`src/rtl/fetch_controller.sv`:
```
// Fetch controller: program load, run/step/halt sequencing and PC update.
// Optional cycle counter output enabled by defining FETCH_CYCLE_COUNT_EN.
module fetch_controller #(
  parameter int              SIZE           = 32,
  parameter int              IMEM_ADDR_BITS = 10,
  parameter logic [SIZE-1:0] HALT_WORD      = 32'hFFFFFFFF
) (
  input  logic                      clk,
  input  logic                      rst,
  input  logic                      i_load_start,
  input  logic                      i_load_valid,
  input  logic [SIZE-1:0]           i_load_data,
  input  logic                      i_load_done,
  output logic                      o_load_ready,
  input  logic                      i_run,
  input  logic                      i_step,
  input  logic                      i_stall,
  input  logic                      i_jump,
  input  logic [SIZE-1:0]           i_jump_addr,
  input  logic [SIZE-1:0]           i_instruction,
  output logic [SIZE-1:0]           o_pc,
  output logic                      o_pc_en,
  output logic                      o_if_id_flush,
  output logic                      o_imem_we,
  output logic [IMEM_ADDR_BITS-1:0] o_imem_addr,
  output logic [SIZE-1:0]           o_imem_wdata,
`ifdef FETCH_CYCLE_COUNT_EN
  output logic [31:0]               o_cycle_count,
`endif
  output logic                      o_halted,
  output logic [2:0]                o_state
);

  localparam int CW = IMEM_ADDR_BITS + 1;

  typedef enum logic [2:0] {
    S_IDLE = 3'd0,
    S_LOAD = 3'd1,
    S_RUN  = 3'd2,
    S_STEP = 3'd3,
    S_HALT = 3'd4
  } state_t;

  state_t            r_state;
  state_t            w_state_nx;
  logic [SIZE-1:0]   r_pc;
  logic [SIZE-1:0]   w_pc_nx;
  logic [CW-1:0]     r_cnt;
  logic [CW-1:0]     w_cnt_nx;

  logic w_active;
  logic w_halt;
  logic w_jump;
  logic w_seq;
  logic w_ready;
  logic w_we;
  logic w_enter_load;

  // Counter MSB set means the whole memory has been written.
  assign w_active     = (r_state == S_RUN) || (r_state == S_STEP);
  assign w_halt       = w_active && (i_instruction == HALT_WORD) && !i_stall;
  assign w_jump       = w_active && !w_halt && i_jump;
  assign w_seq        = w_active && !w_halt && !i_jump && !i_stall;
  assign w_ready      = (r_state == S_LOAD) && !r_cnt[CW-1];
  assign w_we         = w_ready && i_load_valid;
  assign w_enter_load = ((r_state == S_IDLE) || (r_state == S_HALT))
                        && i_load_start;

  always_comb begin
    w_state_nx = r_state;
    w_pc_nx    = r_pc;
    w_cnt_nx   = r_cnt;
    if (w_enter_load) begin
      w_pc_nx  = '0;
      w_cnt_nx = '0;
    end
    if (w_we)
      w_cnt_nx = r_cnt + CW'(1);
    if (w_jump)
      w_pc_nx = {i_jump_addr[SIZE-1:2], 2'b00};
    else if (w_seq)
      w_pc_nx = r_pc + SIZE'(4);
    case (r_state)
      S_IDLE: begin
        if (i_load_start)
          w_state_nx = S_LOAD;
        else if (i_run)
          w_state_nx = S_RUN;
        else if (i_step)
          w_state_nx = S_STEP;
      end
      S_LOAD: begin
        if (i_load_done)
          w_state_nx = S_IDLE;
      end
      S_RUN: begin
        if (w_halt)
          w_state_nx = S_HALT;
      end
      S_STEP: begin
        w_state_nx = w_halt ? S_HALT : S_IDLE;
      end
      S_HALT: begin
        if (i_load_start)
          w_state_nx = S_LOAD;
      end
      default: w_state_nx = S_IDLE;
    endcase
  end

  always_ff @(posedge clk) begin
    if (rst) begin
      r_state <= S_IDLE;
      r_pc    <= '0;
      r_cnt   <= '0;
    end else begin
      r_state <= w_state_nx;
      r_pc    <= w_pc_nx;
      r_cnt   <= w_cnt_nx;
    end
  end

`ifdef FETCH_CYCLE_COUNT_EN
  logic [31:0] r_cycle_count;

  always_ff @(posedge clk) begin
    if (rst)
      r_cycle_count <= '0;
    else if (w_enter_load)
      r_cycle_count <= '0;
    else if (w_active)
      r_cycle_count <= r_cycle_count + 32'd1;
  end

  assign o_cycle_count = r_cycle_count;
`endif

  assign o_pc          = r_pc;
  assign o_pc_en       = w_jump || w_seq;
  assign o_if_id_flush = w_jump;
  assign o_load_ready  = w_ready;
  assign o_imem_we     = w_we;
  assign o_imem_addr   = (r_state == S_LOAD) ? r_cnt[IMEM_ADDR_BITS-1:0]
                                              : r_pc[IMEM_ADDR_BITS+1:2];
  assign o_imem_wdata  = w_we ? i_load_data : '0;
  assign o_halted      = (r_state == S_HALT);
  assign o_state       = r_state;

endmodule

```
`config.mk`:
```
export PLATFORM = sky130hd
export DESIGN_NAME = fetch_controller
export DESIGN_NICKNAME = d
export VERILOG_FILES = /design/src/rtl/fetch_controller.sv
export SDC_FILE = /design/constraint.sdc
export NUM_CORES = 1
export LEC_CHECK = 0
export BUFFER_PORTS_ARGS = -buffer_cell sky130_fd_sc_hd__buf_2
export CORE_ASPECT_RATIO = 0.75
export CORE_MARGIN = 2
export CORE_UTILIZATION = 44
export CTS_CLUSTER_DIAMETER = 50
export CTS_CLUSTER_SIZE = 25
export DETAILED_ROUTE_END_ITERATION = 8
export PLACE_DENSITY = 0.8
export SLEW_MARGIN = 20
export SYNTH_ARGS = -nofsm -noshare
export SYNTH_HDL_FRONTEND = slang
export SYNTH_SLANG_ARGS = --single-unit
```
`constraint.sdc`:
```
create_clock -name clk -period 2.6 [get_ports clk]
set_input_delay 0 -clock clk [delete_from_list [all_inputs] [get_ports clk]]
set_output_delay 0 -clock clk [all_outputs]
set_load 0.03 [all_outputs]
```
==> reports/summary.log <==
INFO  synthesis      synth-edff-count=0
INFO  sta            final.setup.tns=0ps
INFO  cells_and_area fillerInstances=641
INFO  pwr            irDropWorstVdd=0.278mV
INFO  grt            grt_pass1_vias=3,648
INFO  worst_setup_path worst-endpoint-arrival=2410ps
INFO  cells_and_area layout.cells.most_common=buf_2
INFO  sta            postLayoutSetupSlackWorst=193ps
INFO  sta            finalMaxSlewViolations=0
INFO  sta            grt_setup_unrepaired=no
INFO  detailed_routing finalWirelength=11.7mm
INFO  min_path       hold_class=input pin to flop
INFO  die            core_area=0.00690mm2
INFO  worst_setup_path max_fanout_on_critical_path=12
INFO  worst_setup_path cp-end-kind=output port
INFO  detailed_routing routed-via-count=4,134
INFO  cts            clk_transition_reported_paths=100ps
INFO  synthesis      ys_seq_elements=46
INFO  worst_setup_path rr_worst_depth=4
INFO  cts            clock-sinks=46
INFO  synthesis      post_synth.cell_area_avg=7.76um2
INFO  min_path       hold-path-endpoint=o_pc[24]
INFO  cts            cts_inserted_buffers=5
INFO  detailed_routing viasPerCell=5.86
INFO  placed_design  port-buffer-count=184
INFO  worst_setup_path regToRegSetupSlack=330ps
INFO  status         status=finished with violations
INFO  grt            pin_count_of_the_biggest_net_entering_global_routing=35
INFO  sta            final.hold.worst_slack=-0.661ps
INFO  worst_setup_path timing.critical_path.slowest_cell_delay=600ps
INFO  synthesis      synthesis.yosys.warnings=0
INFO  detailed_routing initialDrtViolationCount=372
INFO  cells_and_area area_growth=42.2%
INFO  detailed_routing ant_nets=0
INFO  synthesis      yosys.cell_types.count=64
INFO  die            die_height=77.4um
INFO  sta            final_hold_violation_count=1
INFO  pwr            pnr_total_power=0.00175W
INFO  die            num_rows=26
INFO  cts            cts_root_buf=clkbuf_8
INFO  cells_and_area antenna-diode-count=0
INFO  detailed_routing drc=0
INFO  flow_run       timing.max_cap.violations=0
INFO  cts            clk-insertion-delay-late=310ps
INFO  die            fp.dieArea=0.00788mm2
INFO  synthesis      syn_area=0.00316mm2
INFO  detailed_routing route.detailed.wl_per_inst=16.6um
INFO  sta            slew_headroom=0.566
INFO  die            number_of_ports_placed_on_the_die_boundary=187
INFO  die            width_of_the_die=102um
INFO  cts            htreeDepth=2
INFO  worst_setup_path crit_path_cell_trace=nor3b_4 > nand2b_1 > a21oi_1 > buf_4 > or2_2 > buf_2
INFO  worst_setup_path critPathSlowestCell=dfxtp_1
INFO  synthesis      seq_area_frac_synth=0.291
INFO  sta            setup_viol=0
INFO  min_path       hold_path.startpoint=i_jump_addr[24]
INFO  sta            timing.fmax=0.415GHz
INFO  placed_design  post_dp_hpwl=8.49mm
INFO  cells_and_area final_cell_mix=buf_2 (184), dfxtp_1 (46), and3_1 (37), nand2_1 (35), a21oi_1 (33)
INFO  worst_setup_path timing_worst_setup_path_type=flop to output port
INFO  pwr            cellPowerDensity=389mW/mm2
INFO  synthesis      syn_nets=514
INFO  worst_setup_path regToRegStartpoint=o_state[1]
INFO  sta            clock-skew-final=17.8ps
INFO  synthesis      synthFlopType=dfxtp_1
INFO  synthesis      number_of_cells_produced_by_synthesis=407
INFO  grt            number_of_antenna_violations_at_the_first_check_in_global_routing=0
INFO  synthesis      postSynth.asyncResetShare=0
INFO  cts            cts_tree=built
INFO  worst_setup_path required=2600ps
INFO  placed_design  place_congestion=0.873
INFO  cells_and_area drive_above_1_share=0.381
INFO  worst_setup_path r2r_end=o_pc[27]
INFO  placed_design  placement.setup.worst_slack=407ps
INFO  grt            global_route_wire_length_before_repair=18.0mm
INFO  worst_setup_path setup.worst_path.start_class=flop
INFO  grt            grt_util_all_layers=0.283
INFO  sta            worst-slew-pin-transition=646ps
INFO  die            floorplan.initialDensity=0.458
INFO  status         failing_checks=hold timing
INFO  sta            finalWorstPathRequiredPeriod=2410ps
INFO  detailed_routing dr.pass1.iters=5
INFO  grt            overflow=0
INFO  pwr            power.static_leakage=2.14nW
INFO  cts            cts-root-to-sink-buffers=2
INFO  cts            post-cts-setup-buffer-count=0
INFO  sta            period_utilization=0.926
INFO  min_path       worstHoldPathCells=3
INFO  cells_and_area nets=714
-- report_power, final --
group          internal [W]  switching, W  total (W)
registers          0.000729     0.0000467   0.000775
logic              0.000212      0.000330   0.000542
clock network      0.000181      0.000247   0.000428
-- through the flow --
step / utilization / std cells / area, um2 / hold slack, ps
after floorplan: - / 407 / 3160 / 109
after global placement: 0.606 / 675 / 4180 / 200
after detailed placement: 0.606 / 675 / 4180 / 208
after CTS: 0.650 / 705 / 4490 / 1.57
after global routing: 0.651 / 705 / 4490 / 4.21
final: 0.651 / 705 / 4490 / -0.661
-- state kept, by name, summed over array words and instances (netlist names) --
signal	flops
o_pc	32
o_state	3
r_cnt	11
-- area by class of cell --
cell class | instances | area (um2) | area share
multi-input cells | 324 | 2090 | 0.465
well taps | 98 | 123 | 0.0273
clock inverters | 2 | 10.0 | 0.00223
inverters | 12 | 45.0 | 0.0100
clock buffers | 5 | 68.8 | 0.0153
repair buffers | 218 | 1230 | 0.275
flip-flops and latches | 46 | 921 | 0.205
-- worst max path at each step --
stage               start       end  slack [ps]  cells past startpoint
3_5_place_dp      o_pc[3]  o_pc[18]         410                      7
6_report       o_state[1]   o_pc_en         190                      6
4_1_cts        o_state[1]   o_pc_en         130                      6
2_1_floorplan     o_pc[3]  o_pc[28]         390                      7
5_1_grt        o_state[1]   o_pc_en           6                      6
3_3_place_gp   o_state[1]  o_pc[27]         480                      4
-- Yosys cell counts, drive strengths merged, types with 3 or more instances --
cell,count,share of area
inv,12,0.014
nand4,21,0.044
or3,3,0.0063
nand3,13,0.021
nor2,27,0.032
and4,9,0.026
dfxtp,46,0.29
nor3b,5,0.013
a221o,8,0.026
clkbuf,14,0.017
nor4b,4,0.018
nand3b,3,0.0071
o211ai,3,0.0087
and2,4,0.0083
o21bai,3,0.0071
nand2,35,0.042
a32oi,4,0.011
o21a,3,0.0071
nor4,10,0.029
mux2,8,0.029
o21ai,24,0.038
and3,37,0.073
or4,7,0.017
nor3,11,0.017
buf,11,0.020
a211oi,3,0.0087
a21oi,33,0.052
a22oi,17,0.040
-- routing by layer --
metal / track usage / wire (um) / vias up / part of all wire
li1: - / - / 1970 / -
met1: 0.395 / 5140 / 1899 / 0.44
met2: 0.451 / 5250 / 238 / 0.45
met3: 0.0577 / 1100 / 27 / 0.094
met4: 0.0613 / 193 / 0 / 0.017
met5: 0 / 0 / - / 0
-- kinds of logic after synthesis --
group	Yosys count	synth area share
flops	46	0.291
fa+ha+maj	2	0.00792
mux	9	0.0317
xor+xnor	2	0.00555
simple gates	196	0.370
compound gates	115	0.243
buf+inv	37	0.0507
-- worst max-delay path: cells and delay by family (launching register included) --
kind            cells  cell delay, ps
flops               1             600
simple gates        3             710
buf+inv             2             430
compound gates      1             360
-- repair_timing --
item / 4_1_cts / 5_1_grt
endpoints found under the setup margin: 0 / 1
endpoints found under the hold margin: 23 / 0
hold buffers: 23 / 0
resized for setup: 0 / 1
(Power assumes the default switching activity.)
